<file path="config.mk">
export PLATFORM = sky130hd
export DESIGN_NAME = digit_serial_addsub
export DESIGN_NICKNAME = d
export VERILOG_FILES = /design/src/rtl/digit_serial_addsub.sv
export SDC_FILE = /design/constraint.sdc
export NUM_CORES = 1
export LEC_CHECK = 0
export CAP_MARGIN = 20
export CORE_MARGIN = 2
export CORE_UTILIZATION = 30
export CTS_CLUSTER_DIAMETER = 60
export DETAILED_ROUTE_END_ITERATION = 10
export GPL_TIMING_DRIVEN = 0
export SLEW_MARGIN = 10
export SYNTH_ARGS = -nofsm -noshare
export SYNTH_HDL_FRONTEND = slang
export SYNTH_SLANG_ARGS = --single-unit
</file>
<file path="constraint.sdc">
create_clock -name clk -period 3.2 [get_ports clk]
set_input_delay 0.32 -clock clk [delete_from_list [all_inputs] [get_ports clk]]
set_output_delay 0.32 -clock clk [all_outputs]
set_load 0.02 [all_outputs]
</file>
<file path="src/rtl/digit_serial_addsub.sv">
// digit_serial_addsub: digit-serial adder/subtractor.
// Each cycle, one DIGIT-bit ripple-carry slice consumes DIGIT bits of both
// operands. A WIDTH-bit operation therefore takes N = WIDTH/DIGIT cycles.
// In subtract mode B is inverted and the carry-in is flipped when the
// operation is accepted, so the slice itself only ever adds.
module digit_serial_addsub #(
  parameter int WIDTH = 16,
  parameter int DIGIT = 4
) (
  input  logic             clk,
  input  logic             rst_n,
  input  logic             start,
  input  logic             Sub,
  input  logic [WIDTH-1:0] A,
  input  logic [WIDTH-1:0] B,
  input  logic             Cin,
  output logic             ready,
  output logic             done,
  output logic [WIDTH-1:0] S,
  output logic             Cout,
  output logic             V,
  output logic             Z
);

  localparam int N  = WIDTH / DIGIT;
  localparam int CW = (N > 1) ? $clog2(N) : 1;
  localparam logic [CW-1:0] LAST_CNT = CW'(N - 1);

  typedef enum logic [1:0] {IDLE, RUN, DONE} state_e;

  state_e           state_q, state_d;
  logic [WIDTH-1:0] a_q, a_d;
  logic [WIDTH-1:0] b_q, b_d;
  logic             carry_q, carry_d;
  logic [CW-1:0]    cnt_q, cnt_d;
  logic [WIDTH-1:0] s_q, s_d;
  logic             cout_q, cout_d;
  logic             v_q, v_d;
  logic             z_q, z_d;
  logic             ready_q, ready_d;
  logic             done_q, done_d;

  // One DIGIT-bit ripple-carry slice fed by the low digits of the shift
  // registers. c_chain[DIGIT-1] is the carry into the slice MSB, which on
  // the last digit is the carry into bit WIDTH-1 (needed for V).
  logic [DIGIT:0]   c_chain;
  logic [DIGIT-1:0] slice_sum;
  logic [WIDTH-1:0] final_res;

  assign c_chain[0] = carry_q;

  generate
    for (genvar gi = 0; gi < DIGIT; gi++) begin : g_slice
      assign slice_sum[gi]   = a_q[gi] ^ b_q[gi] ^ c_chain[gi];
      assign c_chain[gi + 1] = (a_q[gi] & b_q[gi]) |
                               (c_chain[gi] & (a_q[gi] ^ b_q[gi]));
    end
  endgenerate

  // Partial-result register: completed digits enter at the top and shift
  // right, so after the last digit the current slice sum joins them to form
  // the full result. With a single digit there is nothing to store.
  generate
    if (N > 1) begin : g_partial
      logic [WIDTH-DIGIT-1:0] p_q, p_d;

      assign final_res = {slice_sum, p_q};
      assign p_d       = final_res[WIDTH-1:DIGIT];

      // Shift the partial result only while digits are being processed.
      always_ff @(posedge clk or negedge rst_n) begin
        if (!rst_n) begin
          p_q <= '0;
        end else if (state_q == RUN) begin
          p_q <= p_d;
        end
      end
    end else begin : g_single
      assign final_res = slice_sum;
    end
  endgenerate

  // Next-state and next-output logic for the IDLE/RUN/DONE sequencer.
  always_comb begin
    state_d = state_q;
    a_d     = a_q;
    b_d     = b_q;
    carry_d = carry_q;
    cnt_d   = cnt_q;
    s_d     = s_q;
    cout_d  = cout_q;
    v_d     = v_q;
    z_d     = z_q;

    case (state_q)
      IDLE: begin
        if (start) begin
          a_d     = A;
          b_d     = B ^ {WIDTH{Sub}};
          carry_d = Cin ^ Sub;
          cnt_d   = '0;
          state_d = RUN;
        end
      end
      RUN: begin
        a_d     = a_q >> DIGIT;
        b_d     = b_q >> DIGIT;
        carry_d = c_chain[DIGIT];
        cnt_d   = cnt_q + CW'(1);
        if (cnt_q == LAST_CNT) begin
          s_d     = final_res;
          cout_d  = c_chain[DIGIT];
          v_d     = c_chain[DIGIT-1] ^ c_chain[DIGIT];
          z_d     = (final_res == '0);
          state_d = DONE;
        end
      end
      DONE: begin
        state_d = IDLE;
      end
      default: begin
        state_d = IDLE;
      end
    endcase

    ready_d = (state_d == IDLE);
    done_d  = (state_d == DONE);
  end

  // Register the sequencer, datapath and all outputs; reset aborts any
  // in-flight operation without a done pulse.
  always_ff @(posedge clk or negedge rst_n) begin
    if (!rst_n) begin
      state_q <= IDLE;
      a_q     <= '0;
      b_q     <= '0;
      carry_q <= 1'b0;
      cnt_q   <= '0;
      s_q     <= '0;
      cout_q  <= 1'b0;
      v_q     <= 1'b0;
      z_q     <= 1'b0;
      ready_q <= 1'b1;
      done_q  <= 1'b0;
    end else begin
      state_q <= state_d;
      a_q     <= a_d;
      b_q     <= b_d;
      carry_q <= carry_d;
      cnt_q   <= cnt_d;
      s_q     <= s_d;
      cout_q  <= cout_d;
      v_q     <= v_d;
      z_q     <= z_d;
      ready_q <= ready_d;
      done_q  <= done_d;
    end
  end

  assign ready = ready_q;
  assign done  = done_q;
  assign S     = s_q;
  assign Cout  = cout_q;
  assign V     = v_q;
  assign Z     = z_q;

endmodule

</file>
# ---- Word-level counts from Yosys, hierarchy flattened
# Cells that the tools add are included.
dict set report op_classes {
  mux 11
  reduce_logical 6
  eq_ne 4
  add_sub_neg 1
  n_bitwise 23
}
# operator count
set op_table {}
lappend op_table {{one-hot mux 16 bit (2 select lines)} 2}
lappend op_table {{two-way mux 16 bit} 2}
lappend op_table {{zero test 16 bit} 1}
lappend op_table {{bitwise XOR 16 bit} 1}
lappend op_table {{bitwise XOR 1 bit} 10}
lappend op_table {{AND 1 bit} 8}
lappend op_table {{one-hot mux 2 bit (2 select lines)} 2}
lappend op_table {{two-way mux 2 bit} 3}
lappend op_table {{== test 2 bit (second input constant)} 2}
lappend op_table {{zero test 2 bit} 2}
lappend op_table {{OR 1 bit} 4}
lappend op_table {{AND reduction 2 bit} 2}
lappend op_table {{adder 2 x 1 -> 2 bit (second input constant)} 1}
lappend op_table {{== test 2 x 1 -> 1 bit (second input constant)} 1}
lappend op_table {{!= test 2 bit (second input constant)} 1}
lappend op_table {{one-hot mux 1 bit (2 select lines)} 1}
lappend op_table {{nonzero test 2 bit} 1}
lappend op_table {{two-way mux 1 bit} 1}
dict set report totals {
  word_cells 57
  register_bits 70
  input_bits 37
  output_inout_bits 21
}

# ---- Logic depth before layout (Yosys ltp)
# Gate-level depths: netlist (run 1).
dict set report depth {
  ltp_word 10
  ltp_mapped 10
}

# ---- Worst setup path before layout (run 1)
# No wires, ideal clock.
dict set report synth_timing {
  path_type {reg2reg}
  from {register a_q[0]}
  to {register z_q, in the netlist Z}
  setup_ns 0.130
  path_buffers 0
  required_ns 3.070
  slack_ns 0.882
  stages_incl_launch_ff 11
  arrival_time_ns 2.188
  path_cell_list {dfrtp_1 > inv_1 > fa_1 > inv_1 > fa_1 > fa_1 > inv_1 > fa_1 > nor4bb_1 > nand4_1 > o21ai_0}
}
dict set report synth_between {
  elab_chain_len 9
  word_cells_on_any_way 13
}
# item line_no
set synth_rtl {}
lappend synth_rtl {{from (decl)} 32} ;# logic [WIDTH-1:0] a_q, a_d;
lappend synth_rtl {{from (signal assigned)} 135} ;# a_q <= '0;
lappend synth_rtl {{from (signal assigned)} 147} ;# a_q <= a_d;
lappend synth_rtl {{bitwise XOR 1 bit} {54, 56}}
lappend synth_rtl {{AND 1 bit} 56} ;# (c_chain[gi] & (a_q[gi] ^ b_q[gi]));
lappend synth_rtl {{OR 1 bit} 55} ;# assign c_chain[gi + 1] = (a_q[gi] & b_q[gi]) |
lappend synth_rtl {{AND 1 bit} 56}
lappend synth_rtl {{OR 1 bit} 55}
lappend synth_rtl {{AND 1 bit} 56}
lappend synth_rtl {{OR 1 bit} 55}
lappend synth_rtl {{bitwise XOR 1 bit} 54} ;# assign slice_sum[gi] = a_q[gi] ^ b_q[gi] ^ c_chain[gi];
lappend synth_rtl {{zero test 16 bit *} 114} ;# z_d = (final_res == '0);
lappend synth_rtl {{to (signal assigned)} 154} ;# z_q <= z_d;
lappend synth_rtl {{to (decl)} 39} ;# logic z_q, z_d;
# Every way passes the cells marked *; elsewhere a longest branch is shown, timed or not.
# A chain may end at the register's enable or synchronous reset.

# ---- Final worst setup path (run 1)
# Same ends and word-level chain as after synthesis.

==> flow_summary.json, run 1 <==
{
  "overflow": 0,
  "p_total_mw": 4.190,
  "routabilityCongestion": 0.7280,
  "hold_viol_final": 0,
  "synth_compound_area_share_pct": 17.75,
  "multi_input_area_um2": 1320,
  "ir_worst_vdd_mv": 0.3949,
  "ys.warnings.count": 0,
  "root_buffer": "clkbuf_8",
  "synth_top_family_by_area": "compound AO/OA/AOI/OAI gates",
  "final_common_cell": "dfrtp_1",
  "drive_gt1_share_pct": 13.17,
  "htree_levels": 3,
  "core_um2": 10370,
  "io_pins": 58,
  "final.setup.tns_ps": 0,
  "num_antenna_cells": 0,
  "path_max_fanout": 3,
  "cp-start-kind": "flop",
  "finish.utilization_pct": 40.66,
  "ys_seq_area_share_pct": 54.41,
  "antenna_found_initial": 0,
  "hp-class": "in -> async",
  "cts_buffers": 9,
  "wire_per_inst_um": 14.81,
  "wl_mm": 7.521,
  "clock_tree.buffer_depth": 2,
  "synth_fp_nets": 340,
  "initial_core_util_pct": 31.07,
  "cts_resized": 0,
  "clkLatencyLatePin_ps": 350,
  "crit_chain": "inv_1 -> fa_1 -> inv_1 -> fa_1 -> fa_1 -> inv_1 -> fa_1 -> nor4bb_1 -> nand4_1 -> o21ai_0",
  "seq_area_um2": 1753,
  "synth_xor_area_share_pct": 4.893,
  "rows": 37,
  "synthSimpleGateAreaFrac_pct": 10.56,
  "grt_max_degree": 59,
  "critPathKind": "reg -> reg",
  "synth-seq-cells": 70,
  "arrival_ps": 2930,
  "nets": 409,
  "muxShareOfSynthArea_pct": 4.893,
  "dp_hpwl_mm": 5.401,
  "setup_ws_ps": 539.0,
  "setup_viol": 0,
  "critPathSlowestCell": "fa_1",
  "syn_inst": 298,
  "first_pass_iters": 4,
  "area_delta_synth_final_pct": 30.87,
  "rsz0062_at_grt": "false",
  "vias": 2432,
  "required_ps": 3470,
  "finClkSkew_ps": 12.85,
  "grt_pass1_vias": 2600,
  "yosys.cell_types.count": 31,
  "postRouteAntennaNets": 0,
  "dieWidth_um": 107.6,
  "crit_buf_inv": 3,
  "fillers": 1032,
  "grt_use_total_pct": 13.94,
  "layout_common_cells": "dfrtp_1 (69), clkdlybuf4s50_1 (55), nand2_1 (42)",
  "slew_headroom_pct": 66.40,
  "synthesis.area_um2": 3222,
  "slew_violations": 0,
  "cts_sinks": 70,
  "die_y_um": 107.6,
  "timing.fmax_mhz": 375.8,
  "post-route-min-period_ps": 2661,
  "drt_iter0_markers": 114,
  "crit_top_cell": "fa_1",
  "power_density_nw_per_um2": 993.7,
  "dieArea_um2": 11580,
  "worst-slew-pin-transition_ps": 504.0,
  "via_per_inst": 4.787,
  "tritoncts": "built",
  "io_buffers": 56,
  "end_kind": "flop",
  "synth_fa_ha_area_share_pct": 2.874,
  "ff2ff_setup_slack_ps": 540,
  "remaining_drc_errors": 0,
  "max_cap_violations": 0,
  "p_leak_nw": 1.845,
  "pre_cts_slack_ps": 524.9,
  "syn_avg_cell_area_um2": 10.81,
  "path_clk_slew_ps": 90,
  "grt_pass1_wl_mm": 12.57,
  "path_delay_family": "adder cells",
  "status": "complete, no violations",
  "period_share_pct": 83.16,
  "max_stage_delay_ps": 540
}
[cell families (layout without fill, tap and decap cells)]
family	Yosys count	count (layout)
AO/OA/AOI/OAI	88	88
XOR/XNOR	18	18
adder cells (fa/ha/maj)	5	5
buffers and inverters	32	106
flip-flops	70	70
multiplexers	14	14
AND/OR/NAND/NOR	71	71
[stage by stage]
step	hold slack, ps	cells	instance area [um2]
6_report	346.7	508	4217
5_1_grt	361.8	508	4217
4_1_cts	339.0	508	4217
3_5_place_dp	185.5	491	3978
3_3_place_gp	475.9	490	3953
2_1_floorplan	24.41	298	3222
[path summary, 6_finish.rpt]
check,startpoint,endpoint,depth (start not counted)
max reg2reg,a_q[0],Z,10
max,a_q[0],Z,10
min in group clk,S[12],S[12],2
min,rst_n,S[13],2
min reg2reg,S[12],S[12],2
max in group asynchronous,rst_n,ready,3
[state kept, by name (all words and copies together), names as in the netlist, 2 cells and up]
| name | count |
|---|---|
| state_q | 2 |
| a_q | 16 |
| cnt_q | 2 |
| S | 16 |
| g_partial.p_q | 12 |
| b_q | 16 |
[synthesized netlist by cell type]
| library cell | n | area share (%) |
|---|---|---|
| o21ai_1 | 1 | 0.16 |
| dfrtp_1 | 69 | 54 |
| nand2b_1 | 2 | 0.39 |
| a22oi_1 | 12 | 2.8 |
| a221oi_1 | 1 | 0.27 |
| mux2_2 | 14 | 4.9 |
| inv_2 | 1 | 0.12 |
| nor2_1 | 3 | 0.35 |
| nor2_2 | 1 | 0.19 |
| fa_1 | 4 | 2.5 |
| nand4_1 | 1 | 0.19 |
| ha_1 | 1 | 0.39 |
| o22ai_1 | 9 | 1.7 |
| o21ai_0 | 23 | 3.6 |
| nor4_1 | 3 | 0.58 |
| o22a_1 | 8 | 2.2 |
| nand2_1 | 42 | 4.9 |
| xnor2_1 | 8 | 2.2 |
| xor2_1 | 10 | 2.7 |
| nand3b_2 | 1 | 0.35 |
| nor4bb_1 | 1 | 0.31 |
| inv_1 | 11 | 1.3 |
| a2bb2oi_1 | 10 | 2.7 |
| dfstp_2 | 1 | 0.82 |
| a21oi_1 | 19 | 3.0 |
| buf_4 | 5 | 1.2 |
| a22o_1 | 5 | 1.4 |
| clkbuf_1 | 7 | 0.82 |
| buf_2 | 7 | 1.1 |
| nor2b_1 | 17 | 3.3 |
| clkbuf_2 | 1 | 0.16 |
[final cells by class]
class | count | area share [%]
flip-flops and latches | 70 | 41.57
multi-input cells | 196 | 31.31
repair buffers | 58 | 14.12
well taps | 136 | 4.036
clock buffers | 9 | 2.938
clock inverters | 7 | 2.493
plain buffers | 20 | 2.463
inverters | 12 | 1.068
[report_power, final]
group / switching (mW) / internal [mW]
combinational: 0.939 / 0.859
clock: 0.373 / 0.451
sequential: 0.285 / 1.28
[metal layers]
metal  GRT usage [%]  vias to the layer above  share of wire, %
met1           17.79                     1187                46
met3           2.482                       13               3.4
met2           22.96                       50                48
met4           6.410                        0               2.2
li1                -                     1182                 -
met5               0                        -                 0
[timing repair]
item                                   in CTS  in global routing
endpoints found under the hold margin      12                  0
setup buffers                               0                  0
hold buffers                                1                  0
(Power assumes the default switching activity.)
==> run 2, diff against run 1 <==
==> constraint.sdc (replaced) <==
create_clock -name clk -period 2.65 [get_ports clk]
set_input_delay 0.265 -clock clk [delete_from_list [all_inputs] [get_ports clk]]
set_output_delay 0.265 -clock clk [all_outputs]
set_load 0.02 [all_outputs]
==> flow_summary.json, run 2 (same netlist as run 1, synthesis figures left out) <==
{
  "slew_violations": 0,
  "cts_buffers": 9,
  "finClkSkew_ps": 10.74,
  "post-route-min-period_ps": 2487,
  "setup_viol": 0,
  "stdcell_count": 510,
  "timing.fmax_mhz": 402.0,
  "max_cap_violations": 0,
  "fillers": 1030,
  "p_seq_share_pct": 36.7,
  "via_per_inst": 4.722,
  "final_common_cell": "dfrtp_1",
  "p_clk_share_pct": 19.3,
  "vias": 2408,
  "io_buffers": 56,
  "area_delta_synth_final_pct": 31.96,
  "critPathSlowestCell": "fa_1",
  "path_delay_family": "adder cells",
  "core_um2": 10370,
  "antenna_found_initial": 0,
  "io_pins": 58,
  "postRouteAntennaNets": 0,
  "p_int_mw": 3.220,
  "place_inst": 491,
  "slew_headroom_pct": 66.49,
  "ir_worst_vdd_mv": 0.4794,
  "crit_top_cell": "inv_1",
  "p_total_mw": 5.179,
  "final.setup.tns_ps": 0,
  "hold_slack_ps": 294.1,
  "end_kind": "flop",
  "combinationalPowerShare_pct": 44.0,
  "nets": 411,
  "grt_pass1_wl_mm": 12.66,
  "multi_input_area_um2": 1340,
  "dp_hpwl_mm": 5.401,
  "crit_chain": "inv_1 -> fa_1 -> inv_1 -> fa_2 -> fa_2 -> inv_1 -> fa_1 -> nor4bb_4 -> nand4_1 -> o21ai_1",
  "path_clk_slew_ps": 90,
  "grt_use_total_pct": 14.08,
  "critPathKind": "reg -> reg",
  "remaining_drc_errors": 0,
  "finish.utilization_pct": 41.00,
  "die_y_um": 107.6,
  "crit_buf_inv": 3,
  "grt_max_degree": 59,
  "worst-slew-pin-transition_ps": 502.6,
  "power_density_nw_per_um2": 1218,
  "first_pass_iters": 4,
  "num_antenna_cells": 0,
  "wl_mm": 7.597,
  "drive_gt1_share_pct": 14.44,
  "period_share_pct": 93.86,
  "max_stage_delay_ps": 510,
  "layout_common_cells": "dfrtp_1 (69), clkdlybuf4s50_1 (55), nand2_1 (42)",
  "routabilityCongestion": 0.7280,
  "status": "complete, no violations",
  "clkLatencyLatePin_ps": 350,
  "seq_area_um2": 1753,
  "dieArea_um2": 11580,
  "dieWidth_um": 107.6,
  "arrival_ps": 2760,
  "required_ps": 2930,
  "rows": 37,
  "cts_sinks": 70,
  "hp-class": "in -> async",
  "tritoncts": "built",
  "overflow": 0,
  "wire_per_inst_um": 14.90,
  "cp-start-kind": "flop",
  "grt_pass1_vias": 2604,
  "initial_core_util_pct": 31.07,
  "p_switching_mw": 1.959,
  "htree_levels": 3,
  "root_buffer": "clkbuf_8",
  "drt_iter0_markers": 89,
  "p_leak_nw": 1.858,
  "switching_share_pct": 37.82,
  "path_max_fanout": 2,
  "hold_viol_final": 0,
  "clock_tree.buffer_depth": 2
}
[run 2: cell count changes in the layout (fill, tap and decap cells not counted), sizes merged]
cell / delta
buf: +2
[run 2: path summary, 6_finish.rpt]
path / start / to / slack [ps] / depth (start not counted)
worst max-delay path: a_q[0] / Z / 160 / 10
worst min-delay path: rst_n / S[13] / 290 / 2
worst max register to register: a_q[0] / Z / 160 / 10
worst min register to register: S[12] / S[12] / 500 / 2
max in group asynchronous: rst_n / ready / 1770 / 3
min in group clk: Sub / b_q[6] / 470 / 4
[run 2: layer usage]
metal  global-route usage, %  wire (um)
met1                   17.83       3491
met4                   6.502        174
met2                   23.41       3692
met3                   2.421        238
met5                       0          0
[run 2: power groups by stage]
stage / combinational, mW / sequential (mW) / clock [mW]
4_1_cts: 2.28 / 1.90 / 1.01
3_5_place_dp: 2.18 / 1.91 / 0
3_3_place_gp: 2.12 / 1.89 / 0
2_1_floorplan: 1.30 / 1.98 / 0
5_1_grt: 2.56 / 1.97 / 1.07
6_report: 2.28 / 1.90 / 1.00
[run 2: final cells by class]
cell class	count	area share, %
plain buffers	20	2.443
clock buffers	9	2.913
clock inverters	7	2.472
inverters	12	1.059
multi-input cells	196	31.52
flip-flops and latches	70	41.23
well taps	136	4.002
repair buffers	60	14.36
[run 2: repair_timing]
action | 4_1_cts | 5_1_grt
setup buffers | 1 | 1
setup endpoints to repair | 1 | 1
hold buffers | 1 | 0
endpoints found under the hold margin | 12 | 0
pin swaps | 1 | 4
gates resized for setup | 3 | 2
[run 2: stage by stage]
stage,worst slack [ps],area (um2)
floorplan,332.1,3222
global placement,-1079,3953
detailed placement,-25.12,3978
CTS,2.199,4242
global route,-11.20,4252
finish,162.7,4252
[run 2: worst reg2reg max path, stage by stage (launching register included)]
cell	delay [ps]
dfrtp_1	350
inv_1	80
fa_1	420
inv_1	80
fa_2	200
fa_2	230
inv_1	60
fa_1	510
nor4bb_4	200
nand4_1	130
o21ai_1	160
==> run 3, diff against run 2 <==
--- a/config.mk
+++ b/config.mk
@@ -11,6 +11,7 @@
 export CTS_CLUSTER_DIAMETER = 60
 export DETAILED_ROUTE_END_ITERATION = 10
 export GPL_TIMING_DRIVEN = 0
+export PLACE_DENSITY_LB_ADDON = 0.12
 export SLEW_MARGIN = 10
 export SYNTH_ARGS = -nofsm -noshare
 export SYNTH_HDL_FRONTEND = slang
==> constraint.sdc (replaced) <==
create_clock -name clk -period 2.05 [get_ports clk]
set_input_delay 0.205 -clock clk [delete_from_list [all_inputs] [get_ports clk]]
set_output_delay 0.205 -clock clk [all_outputs]
set_load 0.02 [all_outputs]
==> flow_summary.json, run 3 (same netlist as run 1, synthesis figures left out) <==
{
  "status": "finished with violations",
  "violations": "negative setup slack",
  "use_met3_pct": 2.421,
  "worst-slew-pin-transition_ps": 540.3,
  "antenna_found_initial": 0,
  "routabilityCongestion": 0.7151,
  "cts_sinks": 70,
  "switching_share_pct": 37.30,
  "rows": 37,
  "grt_use_met2_pct": 22.82,
  "rsz0062_at_grt": "true",
  "dieWidth_um": 107.6,
  "first_pass_iters": 4,
  "clkLatencyLatePin_ps": 340,
  "initial_core_util_pct": 31.07,
  "timing.fmax_mhz": 426.3,
  "pre_cts_slack_ps": -505.4,
  "wl_mm": 7.601,
  "die_y_um": 107.6,
  "overflow": 0,
  "r2r-end": "Z",
  "post-route-min-period_ps": 2346,
  "clock_tree.buffer_depth": 2,
  "grt_pass1_wl_mm": 12.79,
  "path_max_fanout": 2,
  "path_clk_slew_ps": 80,
  "tritoncts": "built",
  "top_usage_layer": "met2",
  "max_cap_violations": 0,
  "drive_gt1_share_pct": 16.14,
  "layout_common_cells": "dfrtp_1 (69), clkdlybuf4s50_1 (55), nand2_1 (42)",
  "io_buffers": 56,
  "wire_per_inst_um": 14.79,
  "setup_viol": 5,
  "dp_hpwl_mm": 5.380,
  "num_antenna_cells": 0,
  "dieArea_um2": 11580,
  "p_int_mw": 4.162,
  "final_common_cell": "dfrtp_1",
  "cp-start-kind": "flop",
  "p_switching_mw": 2.476,
  "final.setup.tns_ps": -775.3,
  "drt_iter0_markers": 116,
  "nets": 415,
  "setup_ws_ps": -296.0,
  "seq_area_um2": 1753,
  "remaining_drc_errors": 0,
  "slew_violations": 0,
  "slew_headroom_pct": 63.98,
  "cts_buffers": 9,
  "vias": 2438,
  "final_area_um2": 4260,
  "regToRegStartpoint": "a_q[0]",
  "combinationalPowerShare_pct": 45.9,
  "end_kind": "flop",
  "p_leak_nw": 1.862,
  "dpl-instance-area_um2": 3980,
  "grt_pass1_vias": 2467,
  "p_clk_share_pct": 17.3,
  "ff2ff_setup_slack_ps": -300,
  "grt_max_degree": 50,
  "finClkSkew_ps": 7.574,
  "area_delta_synth_final_pct": 32.23,
  "p_seq_share_pct": 36.7,
  "reg2regPathDepth": 10,
  "power_density_nw_per_um2": 1558,
  "ir_worst_vdd_mv": 0.4718,
  "root_buffer": "clkbuf_8",
  "grt_use_total_pct": 14.33,
  "htree_levels": 3,
  "fillers": 1062,
  "finish.utilization_pct": 41.08,
  "hold_slack_ps": 286.0,
  "period_share_pct": 114.4,
  "hp-class": "in -> async",
  "core_um2": 10370,
  "via_per_inst": 4.743,
  "arrival_ps": 2580,
  "multi_input_area_um2": 1346,
  "hold_viol_final": 0,
  "critPathKind": "reg -> reg",
  "io_pins": 58,
  "postRouteAntennaNets": 0,
  "required_ps": 2280,
  "grt_use_met1_pct": 18.87
}
-- run 3: cell count changes in the layout (fill, tap and decap cells not counted), moves of 2 or more --
| cell | change |
|---|---|
| inv_6 | -2 |
| clkbuf_8 | +2 |
| clkbuf_1 | +2 |
| inv_2 | +3 |
| o21ai_0 | -2 |
| inv_1 | -3 |
| buf_4 | +4 |
-- run 3: critical path, stage by stage, from the launching register on --
cell      delay (ps)
dfrtp_1          400
inv_2             80
fa_2             190
inv_2             40
fa_2             330
fa_2             360
inv_2             60
fa_1             430
nor4bb_4         170
nand4_1          100
o21ai_1           60
-- run 3: through the flow --
stage	power (mW)	cells
floorplan	4.253	298
global placement	5.259	490
detailed placement	5.309	491
CTS	6.683	513
global route	7.225	514
finish	6.638	514
-- run 3: worst max-delay path by stage --
stage	from	endpoint	slack (ps)	cells past startpoint
3_3_place_gp	rst_n	b_q[15]	-1810	1
4_1_cts	a_q[0]	Z	-370	10
5_1_grt	carry_q	Z	-460	10
6_report	a_q[0]	Z	-300	10
2_1_floorplan	a_q[0]	Z	-210	10
3_5_place_dp	a_q[0]	Z	-510	10
-- run 3: timing repair --
item                       4_1_cts  5_1_grt
gates resized for setup         10        1
hold buffers                     1        0
setup endpoints to repair        6        6
hold endpoints to repair        21        0
setup buffers                    5        1
pin swaps                        5        4
-- run 3: layer usage --
layer	part of all wire, %	vias to the layer above
met2	47	51
met1	47	1187
met5	0	-
met4	2.3	0
met3	3.4	11
li1	-	1189
-- run 3: power by group through the flow --
stage,Sequential (mW),Combinational (mW),Clock (mW)
2_1_floorplan,2.57,1.69,0
3_3_place_gp,2.46,2.80,0
3_5_place_dp,2.47,2.84,0
4_1_cts,2.45,3.05,1.18
5_1_grt,2.54,3.44,1.25
6_report,2.44,3.05,1.15
-- run 3: cell type report --
cell class,count,share of cell area [%]
Clock buffer,13,3.730
Buffer,20,2.438
Multi-Input combinational cell,196,31.60
Tap cell,136,3.994
Sequential cell,70,41.15
Timing Repair Buffer,64,15.04
Inverter,12,1.057
Clock inverter,3,0.9985
